<file path="src/rtl/efuse_ctrl_arb_pkg.sv">
// efuse_pkg: shared types and constants for the eFuse sequencer/arbiter.
//   ctrl_state_e  : FSM state encoding (plain logic constants so the encoding
//                   stays stable for legacy tools and waveform decoders)
//   EFUSE_NW/WSEL : default word width / word count of the 256-bit array
//   ERR_*         : bit positions inside err_o
package efuse_pkg;

   localparam int EFUSE_NW   = 64;
   localparam int EFUSE_WSEL = 256 / EFUSE_NW;
   localparam int EFUSE_TOW  = 16;

   typedef logic [2:0] ctrl_state_e;

   localparam ctrl_state_e ST_BOOT      = 3'd0;
   localparam ctrl_state_e ST_BOOT_WAIT = 3'd1;
   localparam ctrl_state_e ST_IDLE      = 3'd2;
   localparam ctrl_state_e ST_WR        = 3'd3;
   localparam ctrl_state_e ST_VFY       = 3'd4;
   localparam ctrl_state_e ST_RD        = 3'd5;
   localparam ctrl_state_e ST_ERR       = 3'd6;

   localparam int ERR_LOCK = 0;
   localparam int ERR_VFY  = 1;
   localparam int ERR_TO   = 2;

endpackage

</file>
<file path="src/rtl/efuse_ctrl_arb_if.sv">
// efuse_ctrl_arb_if: handshake + pin bundle between the controller and the
// efuse_write / efuse_read engines.
//   master : controller side (drives start/sel/data, receives done/data/pins)
//   slave  : engine side
interface efuse_ctrl_arb_if #(
   parameter int NW = 64,
   parameter int SW = 2
);
   // to / from efuse_write
   logic          wr_start_o;
   logic [SW-1:0] wr_sel_o;
   logic [NW-1:0] wr_data_o;
   logic          wr_done_i;
   logic          wr_pgmen_i;
   logic          wr_rden_i;
   logic          wr_aen_i;
   logic [7:0]    wr_addr_i;
   // to / from efuse_read
   logic          rd_start_o;
   logic [SW-1:0] rd_sel_o;
   logic          rd_done_i;
   logic [NW-1:0] rd_data_i;
   logic          rd_rden_i;
   logic          rd_aen_i;
   logic [7:0]    rd_addr_i;

   modport master (
      output wr_start_o, wr_sel_o, wr_data_o, rd_start_o, rd_sel_o,
      input  wr_done_i, wr_pgmen_i, wr_rden_i, wr_aen_i, wr_addr_i,
      input  rd_done_i, rd_data_i, rd_rden_i, rd_aen_i, rd_addr_i
   );

   modport slave (
      input  wr_start_o, wr_sel_o, wr_data_o, rd_start_o, rd_sel_o,
      output wr_done_i, wr_pgmen_i, wr_rden_i, wr_aen_i, wr_addr_i,
      output rd_done_i, rd_data_i, rd_rden_i, rd_aen_i, rd_addr_i
   );
endinterface

</file>
<file path="src/rtl/efuse_ctrl_arb_pin_mux.sv">
// efuse_pin_mux: selects which engine owns the eFuse macro pins.
//   state        : registered controller state
//   wr_* / rd_*  : pins requested by efuse_write / efuse_read
//   pgmen/rden/aen/addr : pins to the macro
// WR hands the macro to the writer; boot, verify and read hand it to the
// reader (which has no pgmen, so pgmen is 0 there). Everything else parks
// the macro with all pins low.
module efuse_pin_mux
   import efuse_pkg::*;
(
   input  ctrl_state_e state,
   input  logic        wr_pgmen,
   input  logic        wr_rden,
   input  logic        wr_aen,
   input  logic [7:0]  wr_addr,
   input  logic        rd_rden,
   input  logic        rd_aen,
   input  logic [7:0]  rd_addr,
   output logic        pgmen,
   output logic        rden,
   output logic        aen,
   output logic [7:0]  addr
);

   always_comb begin
      pgmen = 1'b0;
      rden  = 1'b0;
      aen   = 1'b0;
      addr  = 8'h00;
      case (state)
         ST_WR: begin
            pgmen = wr_pgmen;
            rden  = wr_rden;
            aen   = wr_aen;
            addr  = wr_addr;
         end
         ST_BOOT, ST_BOOT_WAIT, ST_VFY, ST_RD: begin
            rden = rd_rden;
            aen  = rd_aen;
            addr = rd_addr;
         end
         default: ;
      endcase
   end

endmodule

</file>
<file path="src/rtl/efuse_ctrl_arb.sv">
// efuse_ctrl_arb: eFuse sequencer / arbiter.
//   clk, rst            : clock, async active-high reset
//   sw_wr_req/sel/data  : SW program request (1-cycle pulse)
//   sw_rd_req/sel       : SW re-read request (1-cycle pulse)
//   pgm_unlock          : programming key, 0 rejects writes
//   rg_timeout          : per-transaction watchdog limit (0 = off)
//   eng                 : engine handshake bundle (master side)
//   efuse_*_o           : muxed macro pins
//   shadow_o            : shadow copy, word k at [k*NW +: NW]
//   load_done/busy/err_o: status; err_o = {timeout, verify_fail, lock_reject}
// After reset every word is auto-loaded into the shadow. Afterwards a
// pending write (always followed by a read-back verify) beats a pending read.
module efuse_ctrl_arb
   import efuse_pkg::*;
#(
   parameter int  NW   = EFUSE_NW,
   parameter int  WSEL = 256 / NW,
   parameter int  TOW  = EFUSE_TOW,
   localparam int SW   = (WSEL > 1) ? $clog2(WSEL) : 1
) (
   input  logic               clk,
   input  logic               rst,
   input  logic               sw_wr_req,
   input  logic [SW-1:0]      sw_wr_sel,
   input  logic [NW-1:0]      sw_wr_data,
   input  logic               sw_rd_req,
   input  logic [SW-1:0]      sw_rd_sel,
   input  logic               pgm_unlock,
   input  logic [TOW-1:0]     rg_timeout,
   efuse_ctrl_arb_if.master   eng,
   output logic               efuse_pgmen_o,
   output logic               efuse_rden_o,
   output logic               efuse_aen_o,
   output logic [7:0]         efuse_addr_o,
   output logic [NW*WSEL-1:0] shadow_o,
   output logic               load_done,
   output logic               busy,
   output logic [2:0]         err_o
);

   ctrl_state_e   state, state_n;
   logic [SW-1:0] cnt;
   logic [TOW-1:0] wd_cnt;
   logic [TOW:0]  wd_inc;
   logic          wd_exp, waiting;

   logic          wr_pend, rd_pend;
   logic [SW-1:0] wr_pend_sel, rd_pend_sel;
   logic [NW-1:0] wr_pend_data;

   logic          wr_start_q, rd_start_q;
   logic [SW-1:0] wr_sel_q, rd_sel_q, rd_sel_n;
   logic [NW-1:0] wr_data_q;

   logic start_wr, start_rd, store_rd, take_wr, take_rd, lock_rej;
   logic boot_next, boot_fin, vfy_fail;

   assign eng.wr_start_o = wr_start_q;
   assign eng.wr_sel_o   = wr_sel_q;
   assign eng.wr_data_o  = wr_data_q;
   assign eng.rd_start_o = rd_start_q;
   assign eng.rd_sel_o   = rd_sel_q;

   // Watchdog counts cycles spent waiting for a done; a done arriving on the
   // expiry cycle is checked first in the FSM and therefore wins.
   assign waiting = (state == ST_BOOT_WAIT) || (state == ST_WR) ||
                    (state == ST_VFY) || (state == ST_RD);
   assign wd_inc  = {1'b0, wd_cnt} + 1'b1;
   assign wd_exp  = (rg_timeout != '0) && (wd_inc >= {1'b0, rg_timeout});

   // Only bits that were asked to blow are checked; extra 1s already in the
   // fuse are not a failure.
   assign vfy_fail = (state == ST_VFY) && eng.rd_done_i &&
                     ((eng.rd_data_i & wr_data_q) != wr_data_q);

   always_comb begin
      state_n   = state;
      start_wr  = 1'b0;
      start_rd  = 1'b0;
      rd_sel_n  = rd_sel_q;
      store_rd  = 1'b0;
      take_wr   = 1'b0;
      take_rd   = 1'b0;
      lock_rej  = 1'b0;
      boot_next = 1'b0;
      boot_fin  = 1'b0;
      case (state)
         ST_BOOT: begin
            state_n  = ST_BOOT_WAIT;
            start_rd = 1'b1;
            rd_sel_n = cnt;
         end
         ST_BOOT_WAIT: begin
            if (eng.rd_done_i) begin
               store_rd = 1'b1;
               if (cnt == SW'(WSEL - 1)) begin
                  state_n  = ST_IDLE;
                  boot_fin = 1'b1;
               end else begin
                  state_n   = ST_BOOT;
                  boot_next = 1'b1;
               end
            end else if (wd_exp) begin
               state_n = ST_ERR;
            end
         end
         ST_IDLE: begin
            if (wr_pend) begin
               take_wr = 1'b1;
               if (pgm_unlock) begin
                  state_n  = ST_WR;
                  start_wr = 1'b1;
               end else begin
                  lock_rej = 1'b1;
               end
            end else if (rd_pend) begin
               take_rd  = 1'b1;
               state_n  = ST_RD;
               start_rd = 1'b1;
               rd_sel_n = rd_pend_sel;
            end
         end
         ST_WR: begin
            if (eng.wr_done_i) begin
               state_n  = ST_VFY;
               start_rd = 1'b1;
               rd_sel_n = wr_sel_q;
            end else if (wd_exp) begin
               state_n = ST_ERR;
            end
         end
         ST_VFY, ST_RD: begin
            if (eng.rd_done_i) begin
               store_rd = 1'b1;
               state_n  = ST_IDLE;
            end else if (wd_exp) begin
               state_n = ST_ERR;
            end
         end
         default: state_n = ST_ERR;
      endcase
   end

   always_ff @(posedge clk or posedge rst) begin
      if (rst) begin
         state        <= ST_BOOT;
         cnt          <= '0;
         wd_cnt       <= '0;
         wr_pend      <= 1'b0;
         rd_pend      <= 1'b0;
         wr_pend_sel  <= '0;
         rd_pend_sel  <= '0;
         wr_pend_data <= '0;
         wr_start_q   <= 1'b0;
         rd_start_q   <= 1'b0;
         wr_sel_q     <= '0;
         rd_sel_q     <= '0;
         wr_data_q    <= '0;
         shadow_o     <= '0;
         load_done    <= 1'b0;
         busy         <= 1'b0;
         err_o        <= 3'b000;
      end else begin
         state      <= state_n;
         busy       <= (state_n != ST_IDLE) && (state_n != ST_ERR);
         wr_start_q <= start_wr;
         rd_start_q <= start_rd;
         rd_sel_q   <= rd_sel_n;

         if (start_wr) begin
            wr_sel_q  <= wr_pend_sel;
            wr_data_q <= wr_pend_data;
         end

         if (start_wr || start_rd) wd_cnt <= '0;
         else if (waiting)         wd_cnt <= wd_inc[TOW-1:0];

         if (boot_next) cnt       <= cnt + 1'b1;
         if (boot_fin)  load_done <= 1'b1;

         if (store_rd) shadow_o[rd_sel_q*NW +: NW] <= eng.rd_data_i;

         // Clear on service first so a request landing the same cycle stays pending.
         if (take_wr) wr_pend <= 1'b0;
         if (take_rd) rd_pend <= 1'b0;
         if (sw_wr_req) begin
            wr_pend      <= 1'b1;
            wr_pend_sel  <= sw_wr_sel;
            wr_pend_data <= sw_wr_data;
         end
         if (sw_rd_req) begin
            rd_pend     <= 1'b1;
            rd_pend_sel <= sw_rd_sel;
         end

         if (lock_rej) err_o[ERR_LOCK] <= 1'b1;
         if (vfy_fail) err_o[ERR_VFY]  <= 1'b1;
         if ((state_n == ST_ERR) && (state != ST_ERR)) err_o[ERR_TO] <= 1'b1;
      end
   end

   efuse_pin_mux u_pin_mux (
      .state    (state),
      .wr_pgmen (eng.wr_pgmen_i),
      .wr_rden  (eng.wr_rden_i),
      .wr_aen   (eng.wr_aen_i),
      .wr_addr  (eng.wr_addr_i),
      .rd_rden  (eng.rd_rden_i),
      .rd_aen   (eng.rd_aen_i),
      .rd_addr  (eng.rd_addr_i),
      .pgmen    (efuse_pgmen_o),
      .rden     (efuse_rden_o),
      .aen      (efuse_aen_o),
      .addr     (efuse_addr_o)
   );

endmodule

</file>
<file path="src/flat_wrapper.sv">
// flat-port wrapper written by rule: the top's interface ports become plain ports
module efuse_ctrl_arb_flat import efuse_pkg::*;
#(
   parameter int  NW   = EFUSE_NW,
   parameter int  WSEL = 256 / NW,
   parameter int  TOW  = EFUSE_TOW,
   localparam int SW   = (WSEL > 1) ? $clog2(WSEL) : 1
)
  (clk, rst, sw_wr_req, sw_wr_sel, sw_wr_data, sw_rd_req, sw_rd_sel, pgm_unlock, rg_timeout, efuse_pgmen_o, efuse_rden_o, efuse_aen_o, efuse_addr_o, shadow_o, load_done, busy, err_o, eng_wr_start_o, eng_wr_sel_o, eng_wr_data_o, eng_rd_start_o, eng_rd_sel_o, eng_wr_done_i, eng_wr_pgmen_i, eng_wr_rden_i, eng_wr_aen_i, eng_wr_addr_i, eng_rd_done_i, eng_rd_data_i, eng_rd_rden_i, eng_rd_aen_i, eng_rd_addr_i);
  efuse_ctrl_arb_if #(.NW(NW), .SW(SW)) eng_i ();
  input  logic clk;
  input  logic rst;
  input  logic sw_wr_req;
  input  logic [SW-1:0] sw_wr_sel;
  input  logic [NW-1:0] sw_wr_data;
  input  logic sw_rd_req;
  input  logic [SW-1:0] sw_rd_sel;
  input  logic pgm_unlock;
  input  logic [TOW-1:0] rg_timeout;
  output logic efuse_pgmen_o;
  output logic efuse_rden_o;
  output logic efuse_aen_o;
  output logic [7:0] efuse_addr_o;
  output logic [NW*WSEL-1:0] shadow_o;
  output logic load_done;
  output logic busy;
  output logic [2:0] err_o;
  output wire logic [$bits(eng_i.wr_start_o)-1:0] eng_wr_start_o;
  output wire logic [$bits(eng_i.wr_sel_o)-1:0] eng_wr_sel_o;
  output wire logic [$bits(eng_i.wr_data_o)-1:0] eng_wr_data_o;
  output wire logic [$bits(eng_i.rd_start_o)-1:0] eng_rd_start_o;
  output wire logic [$bits(eng_i.rd_sel_o)-1:0] eng_rd_sel_o;
  input wire logic [$bits(eng_i.wr_done_i)-1:0] eng_wr_done_i;
  input wire logic [$bits(eng_i.wr_pgmen_i)-1:0] eng_wr_pgmen_i;
  input wire logic [$bits(eng_i.wr_rden_i)-1:0] eng_wr_rden_i;
  input wire logic [$bits(eng_i.wr_aen_i)-1:0] eng_wr_aen_i;
  input wire logic [$bits(eng_i.wr_addr_i)-1:0] eng_wr_addr_i;
  input wire logic [$bits(eng_i.rd_done_i)-1:0] eng_rd_done_i;
  input wire logic [$bits(eng_i.rd_data_i)-1:0] eng_rd_data_i;
  input wire logic [$bits(eng_i.rd_rden_i)-1:0] eng_rd_rden_i;
  input wire logic [$bits(eng_i.rd_aen_i)-1:0] eng_rd_aen_i;
  input wire logic [$bits(eng_i.rd_addr_i)-1:0] eng_rd_addr_i;
  assign eng_wr_start_o = eng_i.wr_start_o;
  assign eng_wr_sel_o = eng_i.wr_sel_o;
  assign eng_wr_data_o = eng_i.wr_data_o;
  assign eng_rd_start_o = eng_i.rd_start_o;
  assign eng_rd_sel_o = eng_i.rd_sel_o;
  assign eng_i.wr_done_i = eng_wr_done_i;
  assign eng_i.wr_pgmen_i = eng_wr_pgmen_i;
  assign eng_i.wr_rden_i = eng_wr_rden_i;
  assign eng_i.wr_aen_i = eng_wr_aen_i;
  assign eng_i.wr_addr_i = eng_wr_addr_i;
  assign eng_i.rd_done_i = eng_rd_done_i;
  assign eng_i.rd_data_i = eng_rd_data_i;
  assign eng_i.rd_rden_i = eng_rd_rden_i;
  assign eng_i.rd_aen_i = eng_rd_aen_i;
  assign eng_i.rd_addr_i = eng_rd_addr_i;
  efuse_ctrl_arb #(.NW(NW), .WSEL(WSEL), .TOW(TOW)) u_core (.clk(clk), .rst(rst), .sw_wr_req(sw_wr_req), .sw_wr_sel(sw_wr_sel), .sw_wr_data(sw_wr_data), .sw_rd_req(sw_rd_req), .sw_rd_sel(sw_rd_sel), .pgm_unlock(pgm_unlock), .rg_timeout(rg_timeout), .eng(eng_i), .efuse_pgmen_o(efuse_pgmen_o), .efuse_rden_o(efuse_rden_o), .efuse_aen_o(efuse_aen_o), .efuse_addr_o(efuse_addr_o), .shadow_o(shadow_o), .load_done(load_done), .busy(busy), .err_o(err_o));
endmodule
</file>
<file path="config.mk">
export PLATFORM = sky130hd
export DESIGN_NAME = efuse_ctrl_arb_flat
export DESIGN_NICKNAME = d
export VERILOG_FILES = /design/src/rtl/efuse_ctrl_arb_pkg.sv /design/src/rtl/efuse_ctrl_arb_if.sv /design/src/rtl/efuse_ctrl_arb_pin_mux.sv /design/src/rtl/efuse_ctrl_arb.sv /design/src/flat_wrapper.sv
export SDC_FILE = /design/constraint.sdc
export NUM_CORES = 1
export LEC_CHECK = 0
export CELL_PAD_IN_SITES_DETAIL_PLACEMENT = 1
export CELL_PAD_IN_SITES_GLOBAL_PLACEMENT = 2
export CORE_MARGIN = 1
export CORE_UTILIZATION = 31
export DETAILED_ROUTE_END_ITERATION = 8
export PLACE_DENSITY = 0.95
export SYNTH_ARGS = -nofsm -noshare
export SYNTH_HDL_FRONTEND = slang
export SYNTH_SLANG_ARGS = --single-unit
</file>
<file path="constraint.sdc">
create_clock -name clk -period 37.3 [get_ports clk]
set_clock_uncertainty 0.2 [all_clocks]
set_input_delay 7.46 -clock clk [delete_from_list [all_inputs] [get_ports clk]]
set_output_delay 7.46 -clock clk [all_outputs]
set_load 0.03 [all_outputs]
</file>
==> results of run 1 <==
==> cells by family after synthesis <==
logic type	after synthesis
simple gates	742
flops	422
compound gates	400
buf+inv	203
mux	71
fa+ha+maj	23
xor+xnor	21
==> cells in the mapped netlist, drive strengths merged, types with 2 or more instances <==
cell type	number	share of area, %
nand2	658	14
dfrtp	422	59
o21ai	317	8.9
inv	91	1.9
clkbuf	74	1.6
mux2	69	4.4
buf	38	1.0
nor2	26	0.61
a21oi	23	0.65
ha	23	1.6
o22ai	21	0.74
nand3	14	0.42
a221oi	13	0.68
xor2	13	0.64
a22o	10	0.49
or3	10	0.35
nand4	9	0.32
xnor2	8	0.39
nor4	7	0.25
nand2b	5	0.22
a21o	4	0.17
nor3	4	0.14
nor3b	3	0.13
mux2i	2	0.11
o21a	2	0.085
o21bai	2	0.085
or2	2	0.071
==> per-stage QoR <==
stage,hold WS (ns),util [%],cell area (um^2)
after CTS,0.2629,44.56,25170
after global placement,0.2446,41.75,23590
final,0.2665,44.60,25190
after global routing,0.2956,44.58,25180
after floorplan,0.2348,-,17750
after detailed placement,0.2542,41.75,23590
==> layout by cell type (no fill, tap or decap), types with 2 or more instances in the layout <==
cell type / count
inv_1: 86
xnor2_1: 8
a21oi_1: 23
mux2i_1: 2
nand4_1: 9
clkdlybuf4s50_1: 516
nand2b_1: 4
or3_1: 10
o21ai_1: 155
clkbuf_1: 8
nand3_1: 13
nor2_1: 24
clkinv_8: 2
buf_4: 14
nor3b_2: 3
dfrtp_1: 422
o22ai_1: 21
diode_2: 8
o21a_1: 2
xor2_1: 13
ha_1: 23
a221oi_1: 12
nand2_4: 4
nand2_1: 654
clkinv_2: 12
nor3_1: 3
nor4_1: 7
bufinv_16: 4
a22o_1: 10
o21bai_1: 2
clkbuf_16: 47
o21ai_0: 162
a21o_1: 4
clkbuf_8: 10
inv_2: 3
mux2_2: 69
==> routing by layer <==
layer / vias up / wire length [um] / global-route usage, %
met5: - / 27 / 0
met3: 155 / 4384 / 5.629
li1: 7111 / - / -
met4: 4 / 3136 / 10.61
met1: 7832 / 30380 / 30.71
met2: 455 / 35070 / 41.29
==> worst max-delay path, delay by kind of cell <==
| kind | cells | cell delay, ns |
|---|---|---|
| AO/OA/AOI/OAI | 1 | 0.15 |
| buffers and inverters | 2 | 1.15 |
==> layout make-up <==
| class | count | area [um^2] |
|---|---|---|
| diodes | 8 | 20.02 |
| clock buffers | 65 | 1344 |
| clock inverters | 20 | 241.5 |
| fillers | 6314 | 31300 |
| inverters | 91 | 351.6 |
| multi-input cells | 1257 | 6441 |
| flip-flops and latches | 422 | 10560 |
| well taps | 756 | 945.9 |
| repair buffers | 531 | 5290 |
==> power groups by stage <==
stage / combinational (mW) / sequential [mW] / clock, mW
2_1_floorplan: 0.149 / 0.756 / 0
3_3_place_gp: 0.584 / 0.612 / 0
3_5_place_dp: 0.598 / 0.618 / 0
4_1_cts: 0.602 / 0.611 / 0.494
5_1_grt: 0.632 / 0.622 / 0.508
6_report: 0.593 / 0.610 / 0.482
==> path summary, 6_finish.rpt <==
check / startpoint / endpoint / slack, ns / cells past startpoint
worst max-delay path: eng_rd_addr_i[1] / efuse_addr_o[1] / 20.88 / 3
worst min-delay path: u_core.wr_pend_data[17] / u_core.eng.wr_data_o[17] / 0.27 / 2
worst max register to register: u_core.state[1] / u_core.shadow_o[203] / 33.77 / 7
worst min register to register: u_core.wr_pend_data[17] / u_core.eng.wr_data_o[17] / 0.27 / 2
max in group asynchronous: rst / u_core.eng.wr_data_o[29] / 27.24 / 4
min in group asynchronous: rst / u_core.shadow_o[215] / 7.23 / 2
==> state kept, by name, indices dropped and copies added (netlist names), 2 cells and up <==
name,cells
u_core.rd_pend_sel,2
u_core.eng.rd_sel_o,2
u_core.shadow_o,256
u_core.wd_cnt,16
u_core.cnt,2
u_core.eng.wr_sel_o,2
u_core.err_o,3
u_core.wr_pend_data,64
u_core.state,3
u_core.eng.wr_data_o,64
u_core.wr_pend_sel,2
==> impl_results.md, run 1 <==
* EDFF count, synth at 0
* Clk buf depth at 3
* Largest net degree at the start of global routing at between 150 and 200
* Gr usage total at roughly a quarter
* Initial antenna violation count at 7
* Main synth FF type: dfrtp_1
* Slew HR at 32.02%
* Sw Ratio at around two fifths
* Clock root cell: clkbuf_16
* Hold_buf cts at 0
* Max Cap Viol at 0
* Sequential share of power at 36.2%
* Worst-Margin Slew at between 1 and 1.5 ns
* Drt total wl at 73000 um
* Combinational Power Share at between 30% and 40%
* Most used cell, CP: clkdlybuf4s50_1
* Arr. time, crit path at between 8 and 9 ns
* Syn Area/Cell at around 9.4 um^2
* Sink Count at between 400 and 500
* FFs w/ async S/R, synth at between 90% and 100%
* Post-DP HPWL at between 50000 and 60000 um
* Num ports at approximately 520
* Seq cells post-synth at approximately 420
* Worst vdd ir at ~0.038 mV
* WL/cell at between 20 and 25 um
* Rows at 87
* Fin crit period at roughly 16 ns
* Post-synthesis cell type count at 50
* Cell count after synthesis at 1882
* Worst path slowest cell: clkdlybuf4s50_1
* CP Capture Type: output pin
* YS warnings at 0
* Drt first pass iters at 4
* Fmax at roughly 61 MHz
* CTS clock-pin slew for the worst setup and hold paths at 0.06 ns
* Cell Pwr Density at between 60 and 70 nW/um^2
* CP Class: input port to output pin
* RSZ-0062 raised after global routing: false
* Max incr delay on CP at approximately 0.68 ns
* Mux contribution to synthesized area at about 4.5%
* Synth Area in Compound Gates at approximately 12%
* Post-Synth Adder-Cell Area at 1.621%
* Die H at approximately 240 um
* Synth Area in XOR/XNOR at approximately 1.0%
* Seq/Total Area, Yosys at between 50% and 60%
* Slew Limit Fails at 0
* DRC violations left at 0
* Placeable core area at between 50000 and 60000 um^2
* Critical Path, Cell by Cell: clkdlybuf4s50_1 -> a22o_1 -> clkdlybuf4s50_1
* Main combinational cell family by area after synthesis: simple AND/OR/NAND/NOR gates
* CTS Buf Count at between 40 and 50
* CTS tree: yes
* Sw Pwr at around 0.65 mW
* Pint at just over 1 mW
* Antenna violation net count after detailed routing at 0
* Synthesized net count at around 2100
* Post-CTS Setup Bufs at 0
* Final Setup Violations at 0
* Die X at about 240 um
* First-pass GRT wire length at 106800 um
* Cells resized by post-CTS repair at 0
* Final hold vios at 0
* PortBufs at between 500 and 600
* Proportion of layout cells with a drive suffix above 1 at under 10%
* Remaining global-route overflow at 0
* Dpl cells at approximately 3000
* Clock power share at roughly 29%
* Final non-filler cell total at ~3200
* Final #Nets at about 2500
* Worst-Skew Late Latency at 0.60 ns
* H-Tree Depth at 2
* Final period util at between 40 and 50%
* Startpoint Class: input port
* Final setup margin at 20.88 ns
* Synthesized cell area at ~18000 um^2
* Total Power at 1.685 mW
* CP required at approximately 30 ns
* Final GP Congestion at between 0.8 and 0.9
* Routed vias/inst at approximately 4.9
* Leak pwr at between 10 and 15 nW
* Worst Path Max Fanout at 1
* Status: completed
* Area grow syn2layout at 41.95%
* Vias in the first global route at between 15000 and 20000
* Worst Hold Class: register to register
* DP Worst Slack at 20.88 ns
* Initial core utilization at between 30% and 40%
* Via count at about 16000
* Die area at around 58000 um^2
* DRT iter0 DRCs at between 700 and 800
* Simple-Gate Fraction of Synth Area at 16.59%
* Post-route setup TNS at 0 ns
(Power assumes the default switching activity.)
==> inputs of run 2 (changes only) <==
Settings changed: CORE_UTILIZATION 31 to 28, PLACE_DENSITY 0.95 to 0.87.
Clock period 37.3 ns to 16.9 ns, I/O delays scaled along.
==> run 2 against run 1 <==
Compared with the run above: core utilization shrank 3.8 points; count of clock-buffer cells in the layout grew 9; routed wire length grew 1.7%; worst setup slack lost 12 ns; flip-flop and latch count is the same; sequential share of layout area shrank 0.33 points; first-iteration DRC count grew 6.9%; critical path depth is the same; hold slack gained 0.0022 ns; register-to-register slack lost 20 ns.
==> impl_results.md, run 2 (same netlist as run 1, synthesis figures left out) <==
* Status: completed (unchanged)
* Die H at 253.8 um (was 241.3 um)
* Largest net degree at the start of global routing at 172 (was 162)
* CTS clock-pin slew for the worst setup and hold paths at 0.06 ns (about the same)
* Antenna violation net count after detailed routing at 0 (unchanged)
* Max Cap Viol at 0 (unchanged)
* Cells resized by post-CTS repair at 0 (unchanged)
* Via count at 15310 (was 15560)
* Worst vdd ir at 0.08804 mV (was 0.03822 mV)
* Worst Path Max Fanout at 1 (unchanged)
* Drt total wl at 74250 um (was 73000 um)
* Num ports at 518 (unchanged)
* Final #Nets at 2551 (was 2549)
* Die X at 253.8 um (was 241.3 um)
* Worst-Skew Late Latency at 0.60 ns (about the same)
* Final Setup Violations at 0 (unchanged)
* Worst R2R Start: u_core.state[1] (unchanged)
* Storage cell area at 10560 um^2 (unchanged)
* Arr. time, crit path at 4.71 ns (was 8.76 ns)
* Proportion of layout cells with a drive suffix above 1 at 7.673% (was 7.628%)
* CP Class: input port to output pin (unchanged)
* Routed vias/inst at 4.742 (was 4.939)
* CP required at 13.32 ns (was 29.64 ns)
* Worst Hold Class: register to register (unchanged)
* Cell Pwr Density at 148.2 nW/um^2 (was 66.88 nW/um^2)
* CP bufs+invs at 2 (unchanged)
* First-pass GRT wire length at 108100 um (was 106800 um)
* Crit path max-delay family: buffers and inverters (unchanged)
* PortBufs at 517 (unchanged)
* Final period util at 49.06%
* Post-DP HPWL at 54270 um (was 53050 um)
* Fillers at 7066 (was 6314)
* Final Instance Area at 25390 um^2 (was 25190 um^2)
* Dpl cells at 3137 (was 3057)
* Initial antenna violation count at 9 (was 7)
* Area grow syn2layout at 43.07% (was 41.95%)
* Slew Limit Fails at 0 (unchanged)
* Max incr delay on CP at 0.68 ns (about the same)
* Fin crit period at around 8.3 ns
* Vias in the first global route at 16330 (was 16530)
* Critical Path, Cell by Cell: clkdlybuf4s50_1 -> a22o_1 -> clkdlybuf4s50_1 (unchanged)
* Max reg flops at 256 (unchanged)
* Most frequent cells in the layout: nand2_1, clkdlybuf4s50_1, dfrtp_1 (unchanged)
* Remaining global-route overflow at 0 (unchanged)
* DRC violations left at 0 (unchanged)
* Drt first pass iters at 5 (was 4)
* H-Tree Depth at 2 (unchanged)
* Final GP Congestion at 0.8391 (was 0.8369)
* Sink Count at 422 (unchanged)
* Worst Setup SP: eng_rd_addr_i[0] (was eng_rd_addr_i[1])
* Final core utilization at 40.84% (was 44.60%)
* CTS tree: yes (unchanged)
* Placeable core area at 62170 um^2 (was 56500 um^2)
* Total Power at 3.763 mW (was 1.685 mW)
* Worst path slowest cell: clkdlybuf4s50_1 (unchanged)
* Worst-Margin Slew at 1.166 ns (was 1.020 ns)
* Final hold vios at 0 (unchanged)
* Gr usage total at 22.82% (was 24.75%)
* Clock root cell: clkbuf_16 (unchanged)
* WL/cell at 23.00 um (was 23.18 um)
* RSZ-0062 raised after global routing: false (unchanged)
* Hold_buf cts at 0 (unchanged)
* Final non-filler cell total at 3229 (was 3150)
* Rows at 91 (was 87)
* CP Capture Type: output pin (unchanged)
* Fmax at 120.6 MHz
* Die area at 64400 um^2 (was 58210 um^2)
* Area after DPL at 23680 um^2 (was 23590 um^2)
* DRT iter0 DRCs at 833 (was 779)
* Hold_sp: u_core.wr_pend_data[17] (unchanged)
* Slew HR at 22.30% (was 32.02%)
* Multi-input gate area at 6441 um^2 (unchanged)
* Post-CTS Setup Bufs at 0 (unchanged)
* Post-route setup TNS at 0 ns (unchanged)
* Most common cell after layout, fill and taps aside: nand2_1 (unchanged)
* CTS Buf Count at 50 (was 47)
* Startpoint Class: input port (unchanged)
* Initial core utilization at 28.55% (was 31.42%)
* Leak pwr at 10.76 nW (was 10.72 nW)
* Most used cell, CP: clkdlybuf4s50_1 (unchanged)
* Clk buf depth at 3 (unchanged)
* Top reg by flops: u_core.shadow_o (unchanged)
[run 2: area by class of cell]
| cell class | count | share of cell area (%) |
|---|---|---|
| multi-input combinational | 1257 | 25.37 |
| tap | 837 | 4.124 |
| inverter | 91 | 1.385 |
| antenna | 7 | 0.06899 |
| clock inverter | 11 | 0.6258 |
| clock buffer | 74 | 6.036 |
| sequential | 422 | 41.59 |
| timing repair buffer | 530 | 20.80 |
[run 2: where the power goes]
group | switching, mW | internal [mW]
Sequential | 0.145 | 1.20
Clock | 0.442 | 0.669
Combinational | 0.834 | 0.469
[run 2: worst paths after layout]
path	end	slack, ns	cells past startpoint
min in group asynchronous	u_core.shadow_o[149]	3.16	2
max	efuse_addr_o[0]	8.61	3
min reg2reg	u_core.eng.wr_data_o[17]	0.27	2
min	u_core.eng.wr_data_o[17]	0.27	2
max reg2reg	u_core.shadow_o[181]	13.32	7
max in group asynchronous	u_core.shadow_o[115]	11.07	4
[run 2: through the flow]
step,setup slack (ns),hold WS [ns]
3_5_place_dp,8.603,0.2565
2_1_floorplan,1.572,0.2348
5_1_grt,8.593,0.2873
4_1_cts,8.597,0.2693
6_report,8.609,0.2687
3_3_place_gp,8.643,0.2440
[run 2: worst reg2reg max path: stages, from the launching register on]
cell and delay [ns]:
dfrtp_1 0.55, inv_2 0.32, nand2_1 0.12, nor2_1 0.70, nand2_4 0.59, buf_4 0.63, nand2_1 0.21, o21ai_0 0.12
[run 2: per-layer routing]
metal,vias up,global-route usage [%],share of wire (%)
li1,7113,-,-
met1,7663,28.81,42
met2,411,38.09,48
met3,119,5.265,6.2
met4,6,8.038,3.4
met5,-,0,0.070
==> inputs of run 3 (changes only) <==
Clock period 16.9 ns to 8.2 ns, I/O delays scaled along.
==> run 3 against run 2 <==
Compared with the run above: non-clock buffer count is 1 higher; clock power grew 100%; sequential power up 110%; global-route usage increased by 0.062 points; total power increased by 100%; design area decreased by 0.15%; worst setup slack worse by 5.4 ns; critical endpoint unchanged; highest routed layer unchanged.
==> impl_results.md, run 3 (same netlist as run 1, synthesis figures left out) <==
* Initial core utilization at 28.55% (unchanged)
* H-Tree Depth at 2 (unchanged)
* Via count at 15410 (was 15310)
* Cell Pwr Density at 304.1 nW/um^2 (was 148.2 nW/um^2)
* Most frequent cells in the layout: nand2_1, clkdlybuf4s50_1, dfrtp_1 (unchanged)
* Proportion of layout cells with a drive suffix above 1 at 7.689% (was 7.673%)
* Critical Path, Cell by Cell: nand2_1 -> nor2_1 -> a22o_1 -> clkdlybuf4s50_1 (was clkdlybuf4s50_1 -> a22o_1 -> clkdlybuf4s50_1)
* CP Class: register to output pin (was input port to output pin)
* Slew HR at 25.39% (was 22.30%)
* CTS clock-pin slew for the worst setup and hold paths at 0.06 ns (about the same)
* Status: completed (unchanged)
* Worst hold slack at 0.2689 ns (was 0.2687 ns)
* Remaining global-route overflow at 0 (unchanged)
* Num ports at 518 (unchanged)
* CP required at 6.36 ns (was 13.32 ns)
* Fin crit period at around 5 ns
* PortBufs at 517 (unchanged)
* Worst-Skew Late Latency at 0.61 ns (was 0.60 ns)
* R2R setup slack at 4.74 ns (was 13.32 ns)
* CP bufs+invs at 1 (was 2)
* Worst-Margin Slew at 1.119 ns (was 1.166 ns)
* Total Power at 7.710 mW (was 3.763 mW)
* DRT iter0 DRCs at 819 (was 833)
* Initial antenna violation count at 4 (was 9)
* Multi-input gate area at 6441 um^2 (unchanged)
* CTS Buf Count at 50 (unchanged)
* RSZ-0062 raised after global routing: false (unchanged)
* Final non-filler cell total at 3230 (was 3229)
* Final period util at approximately three fifths
* Vias in the first global route at 16100 (was 16330)
* Fillers at 7048 (was 7066)
* Storage cell area at 10560 um^2 (unchanged)
* Sink Count at 422 (unchanged)
* Worst Path Max Fanout at 14 (was 1)
* WL/cell at 23.11 um (was 23.00 um)
* Clk buf depth at 3 (unchanged)
* Diode count at 0 (was 7)
* Crit path max-delay family: simple AND/OR/NAND/NOR gates (was buffers and inverters)
* Cells resized by post-CTS repair at 0 (unchanged)
* Most common cell after layout, fill and taps aside: nand2_1 (unchanged)
* First-pass GRT wire length at 109000 um (was 108100 um)
* Arr. time, crit path at 3.12 ns (was 4.71 ns)
* Final GP Congestion at 0.8098 (was 0.8391)
* Clock root cell: clkbuf_16 (unchanged)
* Area grow syn2layout at 42.86% (was 43.07%)
* Worst Hold Class: register to register (unchanged)
* Final hold vios at 0 (unchanged)
* Die H at 253.8 um (unchanged)
* Antenna violation net count after detailed routing at 0 (unchanged)
* Die area at 64400 um^2 (unchanged)
* Worst path slowest cell: clkdlybuf4s50_1 (unchanged)
* Max Cap Viol at 0 (unchanged)
* Post-route setup TNS at 0 ns (unchanged)
* Slew Limit Fails at 0 (unchanged)
* Leak pwr at 10.75 nW (was 10.76 nW)
* Top reg by flops: u_core.shadow_o (unchanged)
* Post-DP HPWL at 54010 um (was 54270 um)
* Routed vias/inst at 4.769 (was 4.742)
* Max reg flops at 256 (unchanged)
* Max incr delay on CP at 0.68 ns (about the same)
* Largest net degree at the start of global routing at 128 (was 172)
* Rows at 91 (unchanged)
* Drt first pass iters at 5 (unchanged)
* DRC violations left at 0 (unchanged)
* Post-CTS Setup Bufs at 0 (unchanged)
* Final Setup Violations at 0 (unchanged)
* CP Capture Type: output pin (unchanged)
* Hold_buf cts at 0 (unchanged)
* CTS tree: yes (unchanged)
* Gr usage total at 22.88% (was 22.82%)
* Drt total wl at 74630 um (was 74250 um)
* Final setup margin at 3.240 ns (was 8.609 ns)
* DP Worst Slack at 3.270 ns (was 8.603 ns)
* Placeable core area at 62170 um^2 (unchanged)
* Die X at 253.8 um (unchanged)
* Worst vdd ir at 0.1882 mV (was 0.08804 mV)
* Dpl cells at 3138 (was 3137)
* Startpoint Class: register (was input port)
* Final #Nets at 2552 (was 2551)
* Fmax at a little over 200 MHz
## run 3: cell types whose count changed in the layout (fill, tap and decap cells not counted), moves of 2 or more
cell,previous run,this run
clkbuf_1,6,13
clkinv_4,0,2
clkinv_2,4,8
clkbuf_8,17,12
diode_2,7,0
inv_16,0,2
## run 3: path summary, 6_finish.rpt
check | startpoint | endpoint | cells after the start
worst min-delay path | u_core.wr_pend_data[17] | u_core.eng.wr_data_o[17] | 2
worst min register to register | u_core.wr_pend_data[17] | u_core.eng.wr_data_o[17] | 2
max in group asynchronous | rst | u_core.shadow_o[4] | 4
worst max register to register | u_core.state[1] | u_core.shadow_o[1] | 7
min in group asynchronous | rst | u_core.shadow_o[221] | 3
worst max-delay path | u_core.state[1] | efuse_addr_o[0] | 4
## run 3: layout make-up
class,count,area share (%)
multi-input combinational,1257,25.40
inverter,91,1.372
tap,837,4.130
timing repair buffer,531,20.91
clock inverter,17,0.7501
clock buffer,75,5.779
sequential,422,41.65
## run 3: worst min-delay path: stages, from the launching register on
cell and delay [ns]:
dfrtp_1 0.34, nand2_1 0.05, nand2_1 0.05
## run 3: metrics by stage
step	utilization, %	instance area (um^2)
2_1_floorplan	-	17750
3_3_place_gp	38.12	23700
3_5_place_dp	38.12	23700
4_1_cts	40.78	25350
5_1_grt	40.78	25350
6_report	40.78	25350
## run 3: power by group
group	switching (mW)	internal (mW)	total [mW]	leakage, nW
Clock	0.945	1.31	2.25	0.817
Combinational	1.71	0.966	2.68	4.39
Sequential	0.299	2.48	2.78	5.54
Total	2.96	4.75	7.71	10.7
## run 3: metal layers
layer / global-route usage, % / part of all wire, %
met1: 29.43 / 43
met2: 38.48 / 48
met3: 5.080 / 6.1
met4: 6.351 / 2.6
met5: 0 / 0.029
